File: config.mk
export PLATFORM = sky130hd
export DESIGN_NAME = mem_arbiter
export DESIGN_NICKNAME = d
export VERILOG_FILES = /design/src/rtl/mem_arbiter.sv
export SDC_FILE = /design/constraint.sdc
export NUM_CORES = 1
export LEC_CHECK = 0
export ABC_AREA = 1
export CORE_MARGIN = 10
export CORE_UTILIZATION = 45
export DETAILED_ROUTE_END_ITERATION = 10
export PLACE_DENSITY = 0.94
export SYNTH_ARGS = -nofsm -noshare
export SYNTH_HDL_FRONTEND = slang
export SYNTH_SLANG_ARGS = --single-unit
export TNS_END_PERCENT = 1
File: constraint.sdc
create_clock -name clk -period 3.3 [get_ports clk]
set_input_delay 0.66 -clock clk [delete_from_list [all_inputs] [get_ports clk]]
set_output_delay 0.66 -clock clk [all_outputs]
set_load 0.02 [all_outputs]
File: src/rtl/mem_arbiter.sv
// Two-port round-robin arbiter that shares one single-port memory between an
// instruction-fetch port and a data port, with a per-access wait timeout.
module mem_arbiter #(
    parameter int TIMEOUT = 64
) (
    input  logic        clk,
    input  logic        rst_n,

    input  logic        i_req,
    input  logic [31:0] i_addr,
    output logic        i_ack,
    output logic [31:0] i_rdata,

    input  logic        d_req,
    input  logic        d_we,
    input  logic [31:0] d_addr,
    input  logic [31:0] d_wdata,
    output logic        d_ack,
    output logic [31:0] d_rdata,

    output logic        err,

    output logic        mem_req,
    output logic        mem_we,
    output logic [31:0] mem_addr,
    output logic [31:0] mem_wdata,
    input  logic [31:0] mem_rdata,
    input  logic        mem_ready
);

    typedef enum logic [1:0] {
        IDLE  = 2'd0,
        GNT_I = 2'd1,
        GNT_D = 2'd2
    } state_t;

    localparam logic       LG_I        = 1'b0;
    localparam logic       LG_D        = 1'b1;
    localparam logic [7:0] TIMEOUT_CNT = 8'(TIMEOUT);

    state_t      state_q,      state_d;
    logic        last_grant_q, last_grant_d;
    logic [7:0]  wait_cnt_q,   wait_cnt_d;
    logic        mem_req_q,    mem_req_d;
    logic        mem_we_q,     mem_we_d;
    logic [31:0] mem_addr_q,   mem_addr_d;
    logic [31:0] mem_wdata_q,  mem_wdata_d;
    logic        i_ack_q,      i_ack_d;
    logic        d_ack_q,      d_ack_d;
    logic        err_q,        err_d;
    logic [31:0] i_rdata_q,    i_rdata_d;
    logic [31:0] d_rdata_q,    d_rdata_d;

    logic        i_elig;
    logic        d_elig;
    logic        gnt_is_d;
    logic        grant_i;

    // A requester is still holding req in its own ack cycle; mask it there
    // so the completed access is not issued a second time.
    assign i_elig   = i_req && !i_ack_q;
    assign d_elig   = d_req && !d_ack_q;
    assign gnt_is_d = (state_q == GNT_D);
    assign grant_i  = i_elig && (!d_elig || (last_grant_q == LG_D));

    always_comb begin
        state_d      = state_q;
        last_grant_d = last_grant_q;
        wait_cnt_d   = wait_cnt_q;
        mem_req_d    = mem_req_q;
        mem_we_d     = mem_we_q;
        mem_addr_d   = mem_addr_q;
        mem_wdata_d  = mem_wdata_q;
        i_ack_d      = 1'b0;
        d_ack_d      = 1'b0;
        err_d        = 1'b0;
        i_rdata_d    = i_rdata_q;
        d_rdata_d    = d_rdata_q;

        case (state_q)
            IDLE: begin
                mem_req_d = 1'b0;
                mem_we_d  = 1'b0;
                if (grant_i) begin
                    state_d    = GNT_I;
                    mem_req_d  = 1'b1;
                    mem_we_d   = 1'b0;
                    mem_addr_d = i_addr;
                    wait_cnt_d = 8'd0;
                end else if (d_elig) begin
                    state_d     = GNT_D;
                    mem_req_d   = 1'b1;
                    mem_we_d    = d_we;
                    mem_addr_d  = d_addr;
                    mem_wdata_d = d_wdata;
                    wait_cnt_d  = 8'd0;
                end
            end

            GNT_I, GNT_D: begin
                // A ready seen in the timeout cycle still wins over the abort.
                if (mem_ready) begin
                    state_d      = IDLE;
                    mem_req_d    = 1'b0;
                    mem_we_d     = 1'b0;
                    last_grant_d = gnt_is_d ? LG_D : LG_I;
                    if (gnt_is_d) begin
                        d_ack_d = 1'b1;
                        if (!mem_we_q) begin
                            d_rdata_d = mem_rdata;
                        end
                    end else begin
                        i_ack_d   = 1'b1;
                        i_rdata_d = mem_rdata;
                    end
                end else if (wait_cnt_q == TIMEOUT_CNT) begin
                    state_d      = IDLE;
                    mem_req_d    = 1'b0;
                    mem_we_d     = 1'b0;
                    err_d        = 1'b1;
                    last_grant_d = gnt_is_d ? LG_D : LG_I;
                    if (gnt_is_d) begin
                        d_ack_d   = 1'b1;
                        d_rdata_d = 32'd0;
                    end else begin
                        i_ack_d   = 1'b1;
                        i_rdata_d = 32'd0;
                    end
                end else begin
                    wait_cnt_d = wait_cnt_q + 8'd1;
                end
            end

            default: begin
                state_d   = IDLE;
                mem_req_d = 1'b0;
                mem_we_d  = 1'b0;
            end
        endcase
    end

    always_ff @(posedge clk or negedge rst_n) begin
        if (!rst_n) begin
            state_q      <= IDLE;
            last_grant_q <= LG_D;
            wait_cnt_q   <= 8'd0;
            mem_req_q    <= 1'b0;
            mem_we_q     <= 1'b0;
            mem_addr_q   <= 32'd0;
            mem_wdata_q  <= 32'd0;
            i_ack_q      <= 1'b0;
            d_ack_q      <= 1'b0;
            err_q        <= 1'b0;
            i_rdata_q    <= 32'd0;
            d_rdata_q    <= 32'd0;
        end else begin
            state_q      <= state_d;
            last_grant_q <= last_grant_d;
            wait_cnt_q   <= wait_cnt_d;
            mem_req_q    <= mem_req_d;
            mem_we_q     <= mem_we_d;
            mem_addr_q   <= mem_addr_d;
            mem_wdata_q  <= mem_wdata_d;
            i_ack_q      <= i_ack_d;
            d_ack_q      <= d_ack_d;
            err_q        <= err_d;
            i_rdata_q    <= i_rdata_d;
            d_rdata_q    <= d_rdata_d;
        end
    end

    assign i_ack     = i_ack_q;
    assign i_rdata   = i_rdata_q;
    assign d_ack     = d_ack_q;
    assign d_rdata   = d_rdata_q;
    assign err       = err_q;
    assign mem_req   = mem_req_q;
    assign mem_we    = mem_we_q;
    assign mem_addr  = mem_addr_q;
    assign mem_wdata = mem_wdata_q;

endmodule

==> impl_metrics.csv <==
group,metric,value,unit
status,status,"finished, final reports clean",
power_and_ir_drop,p_leak,4.29,nW
finish,fin_util,71.3,%
grt,grt_start_max_net_pins,78,
critical_path,reg2reg_slack,1.16,ns
grt,antenna_found_initial,0,
place,post-dp-hpwl,14.1,mm
floorplan,dieArea,0.0185,sq mm
yosys,ys_types,25,
sta,fin_worst_skew,0.00570,ns
sta,layout_min_cycle_time,2.37,ns
critical_path,reg2reg_depth,7,
power_and_ir_drop,p_per_area,987,mW/mm^2
clock_tree,ctsLongestPathBuffers,2,
clock_tree,cts.clk_slew.worst_paths,0.06,ns
sta,max_freq,0.421,GHz
finish,antenna_cells_inserted,0,
yosys,syn-num-nets,822,
yosys,yosysTopAreaCell,"dfrtp_1",
yosys,async_flop_share,100,%
finish,layout_common_cells,"nand2_1 (270), clkdlybuf4s50_1 (265), dfrtp_1 (143), o21ai_1 (55), o21ai_0 (54)",
critical_path,cp-end-kind,"register",
sta,worst_slew_pin_slew,0.984,ns
floorplan,die_y,136,microns
finish,num-fill-cells,920,
yosys,seq_area_frac_synth,59.5,%
floorplan,std_cell_rows,42,
sta,rsz0062_at_grt,"false",
grt,grt_usage,20.2,%
critical_path,reg2reg_from,"wait_cnt_q[0]",
clock_tree,cts_repair_resize_count,0,
sta,fin_setup_tns,0,ns
clock_tree,clock_sinks,144,
detailed_routing,drt_iter0_markers,373,
grt,first_global_vias,5651,
sta,finalCritPeriodShare,72.0,%
run,maxCapViolCount,0,
clock_tree,cts_buffers,17,
detailed_routing,drtPass1Iterations,5,
place,finalWeightedCongestion,0.855,
detailed_routing,vias,5653,
floorplan,initial_utilization,45.9,%
clock_tree,cts_tree,"yes",
detailed_routing,drc,0,
critical_path,crit_chain,"clkdlybuf4s50_1 -> buf_4 -> inv_1 -> o21ai_4 -> nand3_4 -> nand2_1 -> o21ai_1",
detailed_routing,avgRoutedWirePerCell,17.1,microns
grt,grt_pass1_wl,29.6,mm
yosys,netlist_area,0.00606,sq mm
clock_tree,clkLatencyLatePin,0.41,ns
critical_path,cpPeakStageDelay,0.57,ns
grt,grt_overflow_total,0,
critical_path,cp_max_fo,64,
floorplan,io_pins,267,
finish,area_growth,55.3,%
detailed_routing,ant_nets,0,
floorplan,fp.dieW,136,microns
critical_path,timing.rr.end,"d_rdata[0]",
place,io_buffers,266,
critical_path,crit_type,"in -> reg",
yosys,synthTopCellsByArea,"dfrtp_1 (59%), nand2_1 (17%), o21ai_1 (4.5%)",
sta,setup_violations,0,
yosys,syn_inst,684,
critical_path,cp_slowest_cell,"nand3_4",
floorplan,core-area,0.0132,sq mm
detailed_routing,drt-total-wl,19.3,mm
yosys,yosys_warnings,0,
finish,seq_area,0.00360,sq mm
sta,slew_viol_final,0,
critical_path,required,3.57,ns
finish,multiInputGateArea,0.00217,sq mm
sta,slew_headroom,34.3,%
detailed_routing,vias_per_cell,5.00,
yosys,yosysTopAreaCellShare,59.1,%
yosys,yosys_most_used_dff,"dfrtp_1",
yosys,synth_seq_cells,144,
finish,final_common_cell,"nand2_1",
power_and_ir_drop,ir_drop,0.554,mV
sta,hold_violations,0,
clock_tree,cts_setup_buffers,0,
critical_path,critPathArrivalTime,2.65,ns
clock_tree,htreeDepth,4,
finish,drive_above_1_share,7.55,%
clock_tree,root_buffer,"clkbuf_16",
yosys,synth_edf_count,0,
yosys,avgSynthCellArea,8.85,sq um
hold_path,hp-class,"in -> async",
critical_path,start_kind,"input pin",
finish,fin_nets,1080,
clock_tree,cts_hold_buf,0,
==> cell usage after synthesis (2+ instances only) <==
cell type  count
ha_1           4
buf_2         14
o21ai_0       54
buf_6          6
nor2_1        50
inv_1         22
nand2_1      270
clkbuf_1      16
nand3_2        2
nand2_2        2
o21ai_2       22
dfrtp_1      143
o21ai_1       55
nand3_1       10
a21oi_1        4
==> layer usage <==
metal	global-route usage, %	share of wire [%]	vias to the layer above
met1	22.7	38	2687
met4	6.98	1.9	0
met3	7.08	9.3	31
li1	-	-	2708
met5	0	0	-
met2	35.0	51	227
==> critical path, delay by kind of cell <==
family / cells / cell delay [ns]
AO/OA/AOI/OAI: 2 / 0.21
buffers and inverters: 3 / 0.90
AND/OR/NAND/NOR: 2 / 0.83
==> flip-flops by register name, summed over array words and instances, names as in the netlist <==
signal / count
err: 1
mem_we: 1
last_grant_q: 1
mem_addr: 32
i_rdata: 32
d_ack: 1
state_q: 2
mem_req: 1
d_rdata: 32
wait_cnt_q: 8
i_ack: 1
mem_wdata: 32
==> where the power goes <==
part,internal (mW),switching (mW),leakage [nW]
clock,1.16,0.718,0.281
sequential,2.54,0.428,1.84
combinational,1.89,2.54,2.17
total,5.60,3.69,4.29
==> cells by family after synthesis <==
family                   after synthesis  share of synthesized area (%)
AO/OA/AOI/OAI                        138                           13.1
AND/OR/NAND/NOR                      339                           21.9
adder cells (fa/ha/maj)                4                          0.826
buffers and inverters                 59                           4.69
flip-flops                           144                           59.5
==> how the worst max path moves through the flow <==
stage                         start             to  slack (ns)  cells after the start
after detailed placement  mem_ready    d_rdata[14]        0.57                      7
after global placement    mem_ready    d_rdata[17]        0.62                      7
after floorplan           mem_ready    i_rdata[23]        1.61                      8
final                     mem_ready     d_rdata[0]        0.93                      7
after CTS                     d_req  mem_wdata[23]        0.98                     11
after global routing      mem_ready    d_rdata[18]        0.75                      7
==> stage by stage <==
step	worst slack, ns	area, sq um	cells	power [mW]	hold slack, ns
2_1_floorplan	1.61	6060	684	5.28	0.364
3_3_place_gp	0.618	8820	1099	7.30	0.455
3_5_place_dp	0.568	8820	1099	7.43	0.459
4_1_cts	0.975	9400	1130	9.36	0.302
5_1_grt	0.752	9400	1130	9.82	0.318
6_report	0.926	9400	1130	9.29	0.275
==> final cells by class <==
type	instances	share of cell area (%)
tap	176	2.34
clock buffer	21	5.00
sequential	144	38.3
inverter	23	0.918
multi-input combinational	481	23.0
clock inverter	10	1.18
timing repair buffer	275	29.2
No activity file was read; power rests on OpenSTA's default activity.
